==> config.mk <==
export PLATFORM = sky130hd
export DESIGN_NAME = fetch_unit
export DESIGN_NICKNAME = d
export VERILOG_FILES = /design/src/rtl/fetch_pkg.sv /design/src/rtl/fetch_queue.sv /design/src/rtl/fetch_unit.sv
export SDC_FILE = /design/constraint.sdc
export NUM_CORES = 1
export LEC_CHECK = 0
export CAP_MARGIN = 20
export CORE_UTILIZATION = 54
export DETAILED_ROUTE_END_ITERATION = 8
export PLACE_DENSITY = 0.86
export SLEW_MARGIN = 40
export SYNTH_ARGS = -nofsm -noshare
export SYNTH_HDL_FRONTEND = slang
export SYNTH_SLANG_ARGS = --single-unit
==> constraint.sdc <==
create_clock -name clk -period 9.3 [get_ports clk]
set_clock_uncertainty 0.2 [all_clocks]
set_input_delay 1.86 -clock clk [delete_from_list [all_inputs] [get_ports clk]]
set_output_delay 1.86 -clock clk [all_outputs]
set_load 0.01 [all_outputs]
==> src/rtl/fetch_pkg.sv <==
// Shared fetch-stage types and constants; opcode values are the ones decode matches on.
package fetch_pkg;

  typedef enum logic [1:0] {
    IDLE  = 2'd0,
    RUN   = 2'd1,
    FLUSH = 2'd2
  } fetch_state_t;

  localparam logic [31:0] NOP              = 32'h0000_0013;
  localparam logic [31:0] BASEADDR_DEFAULT = 32'h0100_0000;

  localparam logic [6:0] OPC_LOAD   = 7'h03;
  localparam logic [6:0] OPC_OP_IMM = 7'h13;
  localparam logic [6:0] OPC_AUIPC  = 7'h17;
  localparam logic [6:0] OPC_STORE  = 7'h23;
  localparam logic [6:0] OPC_OP     = 7'h33;
  localparam logic [6:0] OPC_LUI    = 7'h37;
  localparam logic [6:0] OPC_BRANCH = 7'h63;
  localparam logic [6:0] OPC_JALR   = 7'h67;
  localparam logic [6:0] OPC_JAL    = 7'h6f;
  localparam logic [6:0] OPC_SYSTEM = 7'h73;

endpackage

==> src/rtl/fetch_queue.sv <==
// Small synchronous FIFO holding {pc, insn} pairs between memory and decode.
module fetch_queue #(
  parameter int WIDTH = 64,
  parameter int DEPTH = 2
) (
  input  logic                     clk,
  input  logic                     reset,
  input  logic                     push,
  input  logic [WIDTH-1:0]         push_data,
  input  logic                     pop,
  input  logic                     flush,
  output logic [WIDTH-1:0]         head,
  output logic [$clog2(DEPTH):0]   count,
  output logic                     empty,
  output logic                     full
);

  localparam int PW = $clog2(DEPTH);

  logic [WIDTH-1:0] mem [DEPTH];
  logic [PW:0]      wr_ptr;
  logic [PW:0]      rd_ptr;

  // Pointers carry one extra wrap bit so full and empty are distinguishable.
  always_ff @(posedge clk or posedge reset) begin
    if (reset) begin
      wr_ptr <= '0;
      rd_ptr <= '0;
    end else if (flush) begin
      wr_ptr <= '0;
      rd_ptr <= '0;
    end else begin
      if (push && !full)
        wr_ptr <= wr_ptr + (PW+1)'(1);
      if (pop && !empty)
        rd_ptr <= rd_ptr + (PW+1)'(1);
    end
  end

  always_ff @(posedge clk) begin
    if (push && !full && !flush)
      mem[wr_ptr[PW-1:0]] <= push_data;
  end

  assign head  = mem[rd_ptr[PW-1:0]];
  assign count = wr_ptr - rd_ptr;
  assign empty = (wr_ptr == rd_ptr);
  assign full  = (wr_ptr[PW] != rd_ptr[PW]) && (wr_ptr[PW-1:0] == rd_ptr[PW-1:0]);

endmodule

==> src/rtl/fetch_unit.sv <==
// Instruction fetch stage: PC, credit-limited imem requests, redirect flush.
// Optional FETCH_PERF_CNT_EN builds the delivered/dropped instruction counters.
module fetch_unit
  import fetch_pkg::*;
#(
  parameter int                AWIDTH   = 32,
  parameter int                DWIDTH   = 32,
  parameter logic [AWIDTH-1:0] BASEADDR = BASEADDR_DEFAULT,
  parameter int                QDEPTH   = 2
) (
  input  logic              clk,
  input  logic              reset,
  output logic              imem_req_valid_o,
  input  logic              imem_req_ready_i,
  output logic [AWIDTH-1:0] imem_addr_o,
  input  logic              imem_rsp_valid_i,
  input  logic [DWIDTH-1:0] imem_rsp_data_i,
  input  logic              redirect_i,
  input  logic [AWIDTH-1:0] redirect_pc_i,
  output logic              insn_valid_o,
  input  logic              insn_ready_i,
  output logic [DWIDTH-1:0] insn_o,
  output logic [AWIDTH-1:0] pc_o,
  output logic [6:0]        opcode_o,
  output logic [31:0]       fetch_cnt_o,
  output logic [31:0]       drop_cnt_o
);

  localparam int                CW   = $clog2(QDEPTH) + 1;
  localparam logic [AWIDTH-1:0] STEP = AWIDTH'(4);

  fetch_state_t              state, state_next;
  logic [AWIDTH-1:0]         pc, pc_next;
  logic [AWIDTH-1:0]         rsp_pc, rsp_pc_next;
  logic [CW-1:0]             outstanding, outstanding_next;
  logic [CW-1:0]             stale, stale_next;
  logic [CW-1:0]             q_count;
  logic [CW:0]               in_use, credit_limit;
  logic                      pop, req_fire, live_rsp, q_empty, q_full;
  logic [AWIDTH+DWIDTH-1:0]  q_head;

  // A slot freed by this cycle's pop is reusable at once, giving 1 insn/cycle.
  assign pop          = insn_valid_o && insn_ready_i;
  assign in_use       = {1'b0, outstanding} + {1'b0, q_count};
  assign credit_limit = (CW+1)'(QDEPTH) + (CW+1)'(pop);

  assign imem_req_valid_o = (state == RUN) && (in_use < credit_limit);
  assign imem_addr_o      = pc;
  assign req_fire         = imem_req_valid_o && imem_req_ready_i;
  assign live_rsp         = imem_rsp_valid_i && (state == RUN) && !redirect_i;

  always_ff @(posedge clk or posedge reset) begin
    if (reset) begin
      state       <= IDLE;
      pc          <= BASEADDR;
      rsp_pc      <= BASEADDR;
      outstanding <= '0;
      stale       <= '0;
    end else begin
      state       <= state_next;
      pc          <= pc_next;
      rsp_pc      <= rsp_pc_next;
      outstanding <= outstanding_next;
      stale       <= stale_next;
    end
  end

  // Responses return in request order, so the oldest live request's PC is a running counter.
  always_comb begin
    state_next       = state;
    pc_next          = pc;
    rsp_pc_next      = rsp_pc;
    outstanding_next = outstanding + CW'(req_fire) - CW'(live_rsp);
    stale_next       = stale;

    if (req_fire)
      pc_next = pc + STEP;
    if (live_rsp)
      rsp_pc_next = rsp_pc + STEP;

    unique case (state)
      IDLE:  state_next = RUN;
      RUN:   state_next = RUN;
      FLUSH: begin
        if (imem_rsp_valid_i) begin
          stale_next = stale - CW'(1);
          if (stale == CW'(1))
            state_next = RUN;
        end
      end
      default: state_next = IDLE;
    endcase

    // Everything still in flight, including a request accepted right now, becomes stale.
    if (redirect_i) begin
      pc_next          = redirect_pc_i;
      rsp_pc_next      = redirect_pc_i;
      outstanding_next = '0;
      stale_next       = stale + outstanding + CW'(req_fire) - CW'(imem_rsp_valid_i);
      state_next       = (stale_next != '0) ? FLUSH : RUN;
    end
  end

  fetch_queue #(
    .WIDTH (AWIDTH + DWIDTH),
    .DEPTH (QDEPTH)
  ) u_queue (
    .clk       (clk),
    .reset     (reset),
    .push      (live_rsp),
    .push_data ({rsp_pc, imem_rsp_data_i}),
    .pop       (pop),
    .flush     (redirect_i),
    .head      (q_head),
    .count     (q_count),
    .empty     (q_empty),
    .full      (q_full)
  );

  assign insn_valid_o = !q_empty;
  assign insn_o       = q_empty ? DWIDTH'(NOP) : q_head[DWIDTH-1:0];
  assign pc_o         = q_empty ? BASEADDR : q_head[AWIDTH+DWIDTH-1:DWIDTH];
  assign opcode_o     = insn_o[6:0];

`ifdef FETCH_PERF_CNT_EN
  logic [31:0] fetch_cnt, drop_cnt;
  logic        drop_rsp;

  assign drop_rsp = imem_rsp_valid_i && !live_rsp;

  always_ff @(posedge clk or posedge reset) begin
    if (reset) begin
      fetch_cnt <= '0;
      drop_cnt  <= '0;
    end else begin
      if (pop)
        fetch_cnt <= fetch_cnt + 32'd1;
      if (drop_rsp)
        drop_cnt <= drop_cnt + 32'd1;
    end
  end

  assign fetch_cnt_o = fetch_cnt;
  assign drop_cnt_o  = drop_cnt;
`else
  assign fetch_cnt_o = 32'd0;
  assign drop_cnt_o  = 32'd0;
`endif

  // The credit rule guarantees a live response always finds room.
  rsp_has_room: assert property (@(posedge clk) disable iff (reset) !(live_rsp && q_full));

endmodule

==> results of run 1 <==
metrics by stage:
stage / utilization [%] / cell area (µm²)
finish: 69.24 / 12060
global route: 69.24 / 12060
CTS: 69.20 / 12050
detailed placement: 65.60 / 11430
global placement: 65.53 / 11410
floorplan: - / 9967
cell usage after synthesis, types with 2 or more instances:
cell / instances
sky130_fd_sc_hd__inv_1: 31
sky130_fd_sc_hd__or4_1: 4
sky130_fd_sc_hd__a31o_2: 2
sky130_fd_sc_hd__xor2_1: 29
sky130_fd_sc_hd__edfxtp_1: 128
sky130_fd_sc_hd__ha_1: 8
sky130_fd_sc_hd__a21oi_1: 17
sky130_fd_sc_hd__buf_1: 6
sky130_fd_sc_hd__nand3_1: 24
sky130_fd_sc_hd__buf_4: 72
sky130_fd_sc_hd__and3_1: 12
sky130_fd_sc_hd__dfstp_2: 2
sky130_fd_sc_hd__nand4_1: 11
sky130_fd_sc_hd__a211oi_1: 3
sky130_fd_sc_hd__mux2_2: 20
sky130_fd_sc_hd__xnor2_1: 25
sky130_fd_sc_hd__o31ai_1: 4
sky130_fd_sc_hd__and4_1: 10
sky130_fd_sc_hd__and2_1: 4
sky130_fd_sc_hd__a31oi_1: 8
sky130_fd_sc_hd__o21ai_0: 9
sky130_fd_sc_hd__nor2_1: 83
sky130_fd_sc_hd__o31a_1: 4
sky130_fd_sc_hd__nor3b_1: 3
sky130_fd_sc_hd__a21boi_0: 11
sky130_fd_sc_hd__a221oi_1: 2
sky130_fd_sc_hd__o211ai_1: 3
sky130_fd_sc_hd__nand3b_1: 2
sky130_fd_sc_hd__or3_1: 5
sky130_fd_sc_hd__mux2i_1: 69
sky130_fd_sc_hd__nor3_1: 14
sky130_fd_sc_hd__nor4_1: 11
sky130_fd_sc_hd__nor4b_1: 4
sky130_fd_sc_hd__and4b_1: 2
sky130_fd_sc_hd__clkbuf_1: 24
sky130_fd_sc_hd__nand2b_1: 10
sky130_fd_sc_hd__nor2b_1: 2
sky130_fd_sc_hd__nand2_1: 33
sky130_fd_sc_hd__dfrtp_1: 72
sky130_fd_sc_hd__and3_2: 2
cell type report:
cell class	count	area, µm²	share of cell area (%)
clock inverters	9	77.57	0.6433
clock buffers	27	548.0	4.545
repair buffers	183	1824	15.13
multi-input cells	529	3510	29.10
flip-flops and latches	202	5702	47.28
well taps	225	281.5	2.335
inverters	31	116.4	0.9649
routing by layer:
| layer | vias to the layer above | wire [µm] | GRT usage, % |
|---|---|---|---|
| met5 | - | 0 | 0 |
| met4 | 0 | 350 | 5.556 |
| met3 | 32 | 1492 | 4.101 |
| met2 | 309 | 9842 | 36.80 |
| met1 | 3129 | 8626 | 29.57 |
| li1 | 3084 | - | - |
final timing paths:
check                                       start            endpoint  slack [ns]  depth (start not counted)
max in group asynchronous                   reset   u_queue.rd_ptr[0]        6.73                          3
min in group asynchronous                   reset            stale[0]        1.66                          3
worst min-delay path                    rsp_pc[0]  u_queue.mem[0][32]        0.28                          0
worst max register to register  u_queue.rd_ptr[0]            state[0]        5.66                         13
worst max-delay path                 insn_ready_i    imem_req_valid_o        3.47                          5
worst min register to register          rsp_pc[0]  u_queue.mem[0][32]        0.28                          0
sequential cells by signal, summed over array words and instances, names as in the netlist:
register,cells
u_queue.mem,128
u_queue.wr_ptr,2
stale,2
imem_addr_o,32
outstanding,2
state,2
u_queue.rd_ptr,2
rsp_pc,32
worst max-delay path, delay by kind of cell:
| kind | cells | cell delay (ns) |
|---|---|---|
| AO/OA/AOI/OAI | 1 | 0.38 |
| buffers and inverters | 2 | 1.07 |
| AND/OR/NAND/NOR | 2 | 0.46 |
power groups by stage:
stage          combinational [mW]  clock [mW]  sequential [mW]
2_1_floorplan               0.742           0             1.14
3_3_place_gp                 1.25           0             1.15
3_5_place_dp                 1.27           0             1.16
4_1_cts                      1.27       0.787             1.14
5_1_grt                      1.37       0.823             1.15
6_report                     1.26       0.769             1.14
cells by family (layout without fill, tap and decap cells):
logic type	after synthesis	after routing	synth area share, %
XOR/XNOR	54	54	4.860
AND/OR/NAND/NOR	243	243	13.08
buffers and inverters	134	250	7.959
AO/OA/AOI/OAI	70	70	4.861
other	1	64	0.03854
multiplexers	89	89	9.412
adder cells (fa/ha/maj)	9	9	1.234
flip-flops	202	202	58.56
==> impl_summary.md, run 1 <==
Pwr
The switching share of power is approximately a third. The leakage power total is 4.430 nW. The internal cell power is 2.121 mW. In this run, the combinational gates consume 39.8% of the power. The worst IR drop on VDD is about 0.00018 V.

The share of total power dissipated in sequential elements is between 30% and 40%. The clock network burns 24.2% of the power. The net switching power figure is 1.049 mW.

The areal power density over the cells is about 260 nW/µm². The post-layout total power is 3.171 mW.

Drt
The residual DRC count is 0. For this block, the initial DRC count from the detailed router was between 400 and 500. Wires add up to just over 20000 µm. Once detail routing completed, the nets flagged for antenna violations numbered 0. The post-detailed-route wirelength per cell is 16.84 µm. The number of vias per cell is 5.434. The total iterations of the first detailed-routing run is 5. The detailed-route via count is ~6600.

Worst setup path
The standard cell with the maximum stage delay on the critical path is sky130_fd_sc_hd__clkdlybuf4s50_1. Among the stages of the critical path, the cell type that occurs most often is sky130_fd_sc_hd__clkdlybuf4s50_1. The largest fanout of any net on the critical path is 8.

The required time of the worst setup path is 7.24 ns. STA classifies the critical path startpoint as an input pin. On the worst path, the slowest cell contributes a delay of approximately 0.54 ns. The kind of end point of the critical path is an output pin. The data arrival time of the critical path is ~3.8 ns. The critical path class is input pin to output pin. Traced cell by cell, the critical path runs through clkdlybuf4s50_1 > nor2b_1 > a221o_1 > and4_1 > clkdlybuf4s50_1.

Die
The floorplan has 48 rows. The region available for standard cell placement spans around 17000 µm². 239 I/O pins were placed. The die width is roughly 140 µm. The die area is 18560 µm². The effective utilization at floorplan is 55.87%. The vertical extent of the die is 136.2 µm.

Placed design
The number of input and output port buffers inserted is 174. The half-perimeter wire length of the detailed placement result is 13720 µm. The routability congestion estimate from global placement is 0.8298. The total instance count after detailed placement is 1170. OpenSTA, run right after detailed placement, puts the worst setup slack at roughly 3.5 ns.

Timing
The highest achievable clock rate is about 170 MHz. In this run the tightest slew margin relative to its limit is ~45%. The worst hold slack across all endpoints is 0.2782 ns. Across all setup checks in the final design, the least slack found is 3.472 ns.

The total count of hold-check failures in the final report is 0. The number of max-slew violations in the final report is 0. At the pin with the least slew margin, the transition time is 0.8216 ns.

The final critical delay including setup and external delays is 5.828 ns. Of the available clock period, the critical path in the final layout requires between 60% and 70%. Setup repair after global routing left no endpoint under its margin. Summed over all failing endpoints, the final setup total negative slack is 0 ns. Setup violations remaining at the end of the flow were counted as 0.

Synth
The number of flops mapped to enable cells by yosys is 128. The post-synthesis async set-or-reset flop share is 36.63%. The distinct cell type count after synthesis is 57.

Dividing the synthesized area by the synthesized cell count gives 12.13 µm². After technology mapping, the gate count stands at approximately 800. The Yosys warning count is 0.

The fraction of the yosys area taken by sequential cells is 58.56%. The share of Yosys cell area claimed by the top area cell type is 39.50%. The post-synthesis sequential element count is 202. The top cell type by total area after synthesis is sky130_fd_sc_hd__edfxtp_1.

The cell area after synthesis is roughly 10000 µm². In the post-synthesis netlist, the biggest area contributors are sky130_fd_sc_hd__edfxtp_1 (40%), sky130_fd_sc_hd__dfrtp_1 (19%), sky130_fd_sc_hd__mux2i_1 (7.1%), sky130_fd_sc_hd__buf_4 (5.6%), sky130_fd_sc_hd__nor2_1 (3.2%). The primary flip-flop cell chosen by synthesis mapping is sky130_fd_sc_hd__edfxtp_1.

Clock network
In this run the clock root is driven by a sky130_fd_sc_hd__clkbuf_16. The number of clock sinks seen by CTS is 202. In this run the deepest clock path goes through 3 buffers.

The clock-pin slew of the registers on the worst-case setup and hold paths is roughly 0.060 ns. The clock latency at the later pin of the worst-skew pair is roughly 0.49 ns. Buffers inserted to repair hold after CTS numbered 0.

TritonCTS built the clock tree. In this run the number of H-tree levels came out at 1. The number of buffers created by CTS is 20. Post-CTS repair changed the size of 0 cells. Once the clock tree was built, the setup fixing pass inserted 0 buffers.

Layout
The number of nets in the layout is 1046. Leaving out fill and tap cells, the most frequent cells in the layout are sky130_fd_sc_hd__clkdlybuf4s50_1 (174), sky130_fd_sc_hd__edfxtp_1 (128), sky130_fd_sc_hd__nor2_1 (82). The commonest non-fill, non-tap cell in the layout is sky130_fd_sc_hd__clkdlybuf4s50_1. In the final layout, the share of cells above drive strength 1 is 7.951%. 0 antenna diodes ended up in the layout.

The area added between synthesis and finish is 23.93%. The finished layout holds ~1200 standard cells, fillers aside. After filler insertion, the fill cell instance count of the layout stands at 1261.

GRT
The number of global-route vias before repair is 6063. The global route total overflow is 0. The total routing usage reported by global routing is 22.01%. The first global-routing pass estimated 31460 µm of wire.

Entering global routing, the biggest net connects 75 pins. The initial antenna violation count is 0.

Job
The total of max-cap violations is 0.

Hold path
The worst hold-check path type is flip-flop to flip-flop.

Run status
The run finished with clean final reports.
Power figures use the tool's default switching activity.
==> inputs of run 2 (changes only) <==
CORE_UTILIZATION = 45   (was 54)
PLACE_DENSITY = 0.77   (was 0.86)
clock period = 4.9 ns   (was 9.3 ns; I/O delays follow)
==> run 2 against run 1 <==
  * Register-to-register slack worse by 4.5 ns
  * Core utilization is 11 points lower
  * Critical path depth is 3 higher
  * Clock power is 120% higher
  * Global-route usage is 4.0 points lower
  * Non-clock buffer count is 2 higher
  * Sequential cell count stayed put
  * Sequential share of layout area is 0.88 points lower
  * Via count is 0.21% lower
==> impl_summary.md, run 2 (synthesized netlist as in run 1, its figures left out) <==
Run status
The flow ran to the end, and the final reports show no timing, DRC or antenna violations.

Pwr
The leakage power total is 4.523 nW (+2.1%). The areal power density over the cells is 511.8 nW/µm² (+95%). The part of the power in the clock network is 27.5% (+3.3 points). The post-layout total power is 6.288 mW (+98%). The worst IR drop on VDD came to 0.0003636 V (+100%).

The internal cell power came to 4.278 mW (+100%). The net switching power figure is 2.010 mW (+92%). The switching share of power is 31.96% (-1.1 points). The combinational group share of total power is 38.1% (-1.7 points). The sequential power share is 34.4% (-1.6 points).

Placed design
The routability congestion estimate from global placement is 0.8369 (+0.86%). The total instance count after detailed placement came to 1222 (+4.4%). The number of input and output port buffers inserted was 174 (unchanged).

The half-perimeter wire length of the detailed placement result is 13850 µm (+0.95%).

Worst setup path
The worst setup path is captured at an output pin. The largest fanout of any net on the critical path was 8 (unchanged). The reg-to-reg setup timing slack is 1.20 ns (-4.46 ns). STA classifies the critical path startpoint as a flip-flop. The depth of the most critical reg-to-reg path is 13 (unchanged). The required time of the worst setup path is 3.72 ns (-3.52 ns). The startpoint identified for the worst register-to-register timing path is u_queue.rd_ptr[0]. The data arrival time of the critical path is 3.27 ns (-0.50 ns).

In this run the worst setup path terminates at imem_req_valid_o. The endpoint identified for the worst register-to-register timing path is state[1]. The launch point of the critical path is u_queue.rd_ptr[0]. The stage delay of the slowest cell on the critical path came to 0.48 ns (-0.06 ns).

The largest individual stage delay along the critical path comes from the cell sky130_fd_sc_hd__dfrtp_4. Traced cell by cell, the critical path runs through ha_1 > inv_1 > ha_1 > inv_1 > fa_1 > a221o_1 > and4_1 > clkdlybuf4s50_1. The worst setup path is of the flip-flop to output pin kind.

Layout
In the layout the commonest cells are sky130_fd_sc_hd__clkdlybuf4s50_1 (174), sky130_fd_sc_hd__edfxtp_1 (128), sky130_fd_sc_hd__nor2_1 (82). The fraction of layout cells with a size suffix above 1 was 8.612% (+0.66 points). The number of flip-flops in the largest register is 128 (unchanged). The antenna diode count came to 0 (unchanged). The number of fill cells came to 1750 (+39%). The commonest non-fill, non-tap cell in the layout is sky130_fd_sc_hd__clkdlybuf4s50_1.

From synthesis to final layout, the design area changed by 26.27%. The non-filler instance count after layout is 1262 (+4.6%). The area of all sequential standard cells came to 5702 µm² (unchanged). The total area of multi-input combinational cells is 3505 µm² (-0.14%). The final design utilization is 58.27% (-11 points). The number of nets in the layout is 1050 (+0.38%).

Timing
The highest achievable clock rate is 224.8 MHz. The final critical delay including setup and external delays is 4.449 ns. The headroom to the max-slew limit is 46.08% (+0.86 points). Setup repair after global routing left no endpoint under its margin.

The final critical path takes up 90.79% of the cycle. The slew at the pin closest to its max-slew limit is 0.8088 ns (-0.01286 ns). The total negative slack for setup checks is 0 ns (unchanged). The number of max-slew violations in the final report came to 0 (unchanged). The total count of hold-check failures in the final report came to 0 (unchanged). The worst hold slack across all endpoints is 0.2753 ns (-0.002885 ns). The total setup violations reported at the end of the flow is 0 (unchanged).

Die
The vertical extent of the die is 149.1 µm (+9.4%). The die area was 22220 µm² (+20%). The boundary pin count is 239 (unchanged). The effective utilization at floorplan is 46.14% (-9.7 points).

The area of the core is 21090 µm² (+21%). The die width is 149.1 µm (+9.4%). The number of standard-cell rows in the floorplan is 53 (+10%).

Drt
The number of vias per cell came to 5.182 (-4.6%). The post-detailed-route wirelength per cell was 16.17 µm (-4.0%). The total wirelength of the detailed-routed design was 20400 µm (+0.46%). The violation count after the first detailed-routing iteration is 352 (-16%). The total iterations of the first detailed-routing run is 5 (unchanged).

The count of antenna-violating nets left after detailed routing is 0 (unchanged). The detailed-route via count came to 6540 (-0.21%). The residual DRC count is 0 (unchanged).

GRT
The wire length of the first global-routing pass came to 31410 µm (-0.18%). The total routing usage reported by global routing is 17.98% (-4.0 points). The number of global-route vias before repair is 6105 (+0.69%). The initial antenna violation count is 0 (unchanged). The global route total overflow is 0 (unchanged).

The largest net degree at the start of global routing is 68 (-9.3%).

Clock network
The clock latency at the later pin of the worst-skew pair is 0.49 ns (about the same). The total number of H-tree levels came to 1 (unchanged). The number of clock sinks seen by CTS is 202 (unchanged).

The post-CTS setup buffer count is 0 (unchanged). The quantity of hold-fixing buffers added after cts is 0 (unchanged). The CTS tree is yes.

The number of buffers created by CTS was 22 (+10%). The count of cells resized by post-cts repair is 0 (unchanged). The maximum root-to-sink buffer count came to 3 (unchanged). The clock-pin slew of the registers on the worst-case setup and hold paths was 0.06 ns (about the same). CTS placed an instance of sky130_fd_sc_hd__clkbuf_16 at the clock tree root.

Hold path
The worst hold-check path type is flip-flop to flip-flop.

Job
The total of max-cap violations is 0 (unchanged).
## run 2: worst max-delay path, delay by kind of cell, from the launching register on
| family | cells | cell delay, ns |
|---|---|---|
| and+or+nand+nor | 1 | 0.27 |
| buffers and inverters | 3 | 0.68 |
| DFF | 1 | 0.48 |
| AOI/OAI and AO/OA | 1 | 0.41 |
| adders and majority gates | 3 | 0.96 |
## run 2: final cells by class
class,count,area share [%]
Clock buffer,31,5.346
Clock inverter,9,1.018
Inverter,31,0.9674
Multi-Input combinational cell,529,28.52
Sequential cell,202,46.41
Tap cell,275,2.800
Timing Repair Buffer,185,14.94
## run 2: power by group through the flow
stage                     combinational, mW  clock (mW)  sequential [mW]
after floorplan                        1.41           0             2.17
after global placement                 2.40           0             2.18
after detailed placement               2.42           0             2.19
after CTS                              2.44        1.77             2.16
after global routing                   2.60        1.83             2.18
final                                  2.39        1.73             2.16
## run 2: worst min-delay path by stage
stage,startpoint,end,slack [ns],cells after the start
floorplan,rsp_pc[0],u_queue.mem[0][32],0.24,0
detailed placement,rsp_pc[9],u_queue.mem[1][41],0.26,0
global placement,rsp_pc[0],u_queue.mem[0][32],0.25,0
finish,rsp_pc[0],u_queue.mem[0][32],0.28,0
global route,rsp_pc[0],u_queue.mem[0][32],0.29,0
CTS,rsp_pc[0],u_queue.mem[0][32],0.27,0
## run 2: metal layers
| metal | share of wire [%] | track usage [%] | up-vias |
|---|---|---|---|
| met5 | 0 | 0 | - |
| met4 | 1.5 | 5.051 | 0 |
| met3 | 7.4 | 3.333 | 25 |
| met2 | 49 | 30.16 | 274 |
| met1 | 43 | 23.80 | 3152 |
| li1 | - | - | 3089 |
## run 2: per-stage QoR
| step | instance area (µm²) | setup WS (ns) |
|---|---|---|
| 2_1_floorplan | 9967 | 1.191 |
| 4_1_cts | 12280 | 0.4216 |
| 3_3_place_gp | 11490 | 0.8801 |
| 3_5_place_dp | 11500 | 0.8396 |
| 5_1_grt | 12290 | 0.3122 |
| 6_report | 12290 | 0.4513 |
==> RTL change 1, RTL diff (config.mk and constraints of run 1) <==
Build with the macro `FETCH_PERF_CNT_EN` defined.
--- a/src/rtl/fetch_unit.sv
+++ b/src/rtl/fetch_unit.sv
@@ -1,5 +1,7 @@
 // Instruction fetch stage: PC, credit-limited imem requests, redirect flush.
 // Optional FETCH_PERF_CNT_EN builds the delivered/dropped instruction counters.
+`define FETCH_PERF_CNT_EN
+
 module fetch_unit
   import fetch_pkg::*;
 #(
Behaviour: not the same (a bounded check fails within 4 cycles, from zero or initial values and one cycle with reset high).
==> RTL change 1 against run 1 <==
- wire length rose by 35%
- power rose by 29%
- area after synthesis increased by 23%
- setup slack worse by 0.42 ns
- cell area up 30%
- global-route usage up 1.8 points
- register-to-register slack worse by 0.71 ns
- combinational power is 16% higher
- sequential cell count increased by 64
==> RTL change 1: results <==
metrics = {
    "run_status": {
        "status": "complete, no violations",
    },
    "setup_path": {
        "worstReg2RegEnd": "state[1]",
        "crit_arrival_ns": 4.19,
        "max_stage_delay_ns": 0.61,
        "cp_max_fo": 30,
        "r2r_setup_slack_ns": 4.95,
        "r2r_cells": 15,
    },
    "power": {
        "p_leak_nw": 5.92,
        "vdd.ir_drop.worst_uv": 178,
    },
    "drt": {
        "drt_first_pass_iters": 4,
        "drt_iter0_drc": 444,
        "wl_per_cell_um": 18.5,
        "vias": 8311,
    },
    "clock_tree": {
        "clk_latency_ns": 0.54,
        "htree_levels": 1,
        "cts_buffers": 27,
    },
    "layout": {
        "nets": 1269,
        "fillers": 1485,
    },
    "synth": {
        "synth_xor_area_share_pct": 9.45,
        "synthTopCellsByCount": "dfrtp_1 (136), edfxtp_1 (128), nor2_1 (90), xnor2_1 (74), mux2i_1 (68)",
        "synth_mux_area_share_pct": 9.60,
        "synth_adder_area_share_pct": 1.21,
        "synth_cell_types": 56,
        "synth.top_cells.by_area": "edfxtp_1 (32%), dfrtp_1 (28%), mux2i_1 (5.7%)",
        "ys_async_sr_fraction_pct": 51.9,
    },
    "min_path": {
        "min_from": "drop_cnt_o[31]",
        "min_to": "drop_cnt_o[31]",
    },
    "sta": {
        "maxSlewHeadroom_pct": 48.2,
        "whs_ns": 0.276,
    },
    "placement": {
        "dp_hpwl_mm": 18.7,
        "place_congestion": 0.853,
        "numPortBuffers": 238,
    },
    "grt": {
        "grt_first_pass_wirelength_mm": 42.5,
        "grt_pass1_vias": 8056,
    },
    "die": {
        "dieArea_sq_um": 22800,
    },
}
-- RTL change 1: changes by cell type after synthesis, sizes merged, moves of 18 or more --
cell | before | now
dfrtp | 72 | 136
mux2 | 20 | 42
xnor2 | 25 | 74
nand2 | 33 | 51
buf | 79 | 18
xor2 | 29 | 53
-- RTL change 1: power breakdown --
group	switching [W]	internal, W
sequential	0.000140	0.00137
clock	0.000451	0.000664
combinational	0.000733	0.000730
total	0.00132	0.00277
-- RTL change 1: worst reg2reg max path, delay by kind of cell (launching register included) --
kind | cells | cell delay (ns)
AO/OA/AOI/OAI | 4 | 0.95
AND/OR/NAND/NOR | 2 | 0.29
buffers and inverters | 4 | 0.63
XOR/XNOR | 1 | 0.17
flip-flops | 1 | 0.60
adder cells (fa/ha/maj) | 4 | 1.42
-- RTL change 1: metrics by stage --
stage          setup WS, ns  instances  cell area [sq um]  total power, W
2_1_floorplan          3.55        956              12000         0.00231
3_3_place_gp           3.09       1437              14600         0.00295
3_5_place_dp           3.12       1439              14700         0.00300
4_1_cts                3.08       1489              15600         0.00412
5_1_grt                2.87       1489              15600         0.00430
6_report               3.05       1489              15600         0.00409
-- RTL change 1: per-layer routing --
layer / up-vias / wire length [um] / track usage (%)
li1: 3884 / - / -
met1: 4052 / 11900 / 33.4
met2: 328 / 13000 / 38.8
met3: 47 / 1960 / 3.73
met4: 0 / 552 / 6.25
met5: - / 0 / 0
-- RTL change 1: area by class of cell --
cell class,count,area (sq um),share of cell area [%]
Tap cell,280,350,2.24
Clock inverter,13,150,0.961
Timing Repair Buffer,247,2490,15.9
Clock buffer,37,771,4.93
Multi-Input combinational cell,618,4450,28.5
Sequential cell,266,7300,46.8
Inverter,28,110,0.705
-- RTL change 1: cells by family after synthesis --
kind of cell | after synthesis
compound gates | 42
flops | 266
simple gates | 327
mux | 110
fa+ha+maj | 11
buf+inv | 72
xor+xnor | 128
-- RTL change 1: how the worst max path moves through the flow --
| stage | start | slack (ns) | endpoint |
|---|---|---|---|
| after global routing | insn_ready_i | 2.87 | imem_req_valid_o |
| final | insn_ready_i | 3.05 | imem_req_valid_o |
| after global placement | insn_ready_i | 3.09 | imem_req_valid_o |
| after floorplan | reset | 3.55 | drop_cnt_o[0] |
| after CTS | insn_ready_i | 3.08 | imem_req_valid_o |
| after detailed placement | insn_ready_i | 3.12 | imem_req_valid_o |
==> RTL change 2, RTL diff (settings of run 1) <==
Made on the original files. Re-encode `fetch_state_t` (3 states) as one-hot, 3 bits wide.
--- a/src/rtl/fetch_pkg.sv
+++ b/src/rtl/fetch_pkg.sv
@@ -1,10 +1,10 @@
 // Shared fetch-stage types and constants; opcode values are the ones decode matches on.
 package fetch_pkg;
 
-  typedef enum logic [1:0] {
-    IDLE  = 2'd0,
-    RUN   = 2'd1,
-    FLUSH = 2'd2
+  typedef enum logic [2:0] {
+    IDLE  = 3'b001,
+    RUN   = 3'b010,
+    FLUSH = 3'b100
   } fetch_state_t;
 
   localparam logic [31:0] NOP              = 32'h0000_0013;
Behaviour: no difference found for any inputs over 4 cycles, from zero or initial values and one cycle with reset high; so few cycles prove little.
==> RTL change 2 against run 1 <==
- setup slack better by 0.059 ns
- sequential cell count is 1 higher
- area after synthesis up 0.53%
- wire length is 1.6% lower
- power is 15% lower
- non-clock buffer count unchanged
- cell area rose by 1.5%
- hold slack worse by 0.0022 ns
- count of clock-buffer cells in the layout stayed put
==> RTL change 2: results <==
metrics = {
    "sta": {
        "period_minus_slack_ns": 5.77,
        "whs_ns": 0.276,
        "maxSlewHeadroom_pct": 51.9,
    },
    "grt": {
        "use_met3_pct": 3.67,
        "grtUsageMet1_pct": 27.8,
        "grt_start_max_net_pins": 76,
        "grt_pass1_vias": 6017,
        "grt_first_pass_wirelength_mm": 30.8,
    },
    "drt": {
        "wl_met3_mm": 1.22,
        "wl_met1_mm": 8.33,
        "route.met2.wl_mm": 9.94,
        "vias": 6537,
        "routed_via_density": 5.44,
        "drt_iter0_drc": 480,
        "wl_mm": 20.0,
    },
    "setup_path": {
        "cp_max_fo": 20,
        "max_stage_delay_ns": 0.50,
        "worstReg2RegEnd": "state[1]",
        "r2r_setup_slack_ns": 5.48,
        "crit_arrival_ns": 3.71,
    },
    "layout": {
        "fillers": 1213,
        "seq_share_pct": 46.8,
        "multiInputGateArea_sq_um": 3580,
        "drive_gt1_share_pct": 9.63,
        "nonClkBufAreaFrac_pct": 14.8,
        "inverters": 21,
        "clk_share_pct": 6.17,
        "nets": 1039,
    },
    "placement": {
        "place_congestion": 0.859,
        "place_area_sq_um": 11500,
        "dp_hpwl_mm": 13.2,
        "placed_cells": 1161,
    },
    "min_path": {
        "min_to": "u_queue.mem[1][32]",
    },
    "synth": {
        "synth.top_cells.by_area": "edfxtp_1 (39%), dfrtp_1 (18%), mux2i_1 (7.0%)",
        "ys_ff_latch": 203,
        "synthTopCellsByCount": "edfxtp_1 (128), nor2_1 (90), buf_4 (72), dfrtp_1 (72), mux2i_1 (68)",
        "seq_area_frac_synth_pct": 58.5,
        "ys_async_sr_fraction_pct": 36.9,
        "synth.cell_area_sq_um": 9780,
    },
    "power": {
        "vdd.ir_drop.worst_uv": 133,
        "p_leak_nw": 4.42,
        "power_density_nw_per_um2": 219,
    },
    "run_status": {
        "status": "complete, no violations",
    },
}
RTL change 2: changes by cell type after synthesis, moves of 9 or more:
cell             run 1  this run
nand4_1             11        22
xnor2_1             25        34
a21boi_0            11         0
inv_1               31        20
mux2_2              20        31
RTL change 2: cells by family (layout without fill, tap and decap cells):
family | after synthesis | in the layout | share of synthesized area, %
simple gates | 246 | 246 | 12.9
flops | 203 | 203 | 58.5
buf+inv | 126 | 244 | 7.73
mux | 99 | 99 | 10.5
xor+xnor | 62 | 62 | 5.78
compound gates | 49 | 49 | 3.31
fa+ha+maj | 9 | 9 | 1.23
other cells | 1 | 64 | 0.0383
RTL change 2: report_power, final:
group          internal, W  leakage, nW  total (W)  switching, W
combinational     0.000339         2.03   0.000684      0.000345
sequential         0.00103         2.02    0.00111     0.0000730
clock             0.000550        0.374   0.000894      0.000344
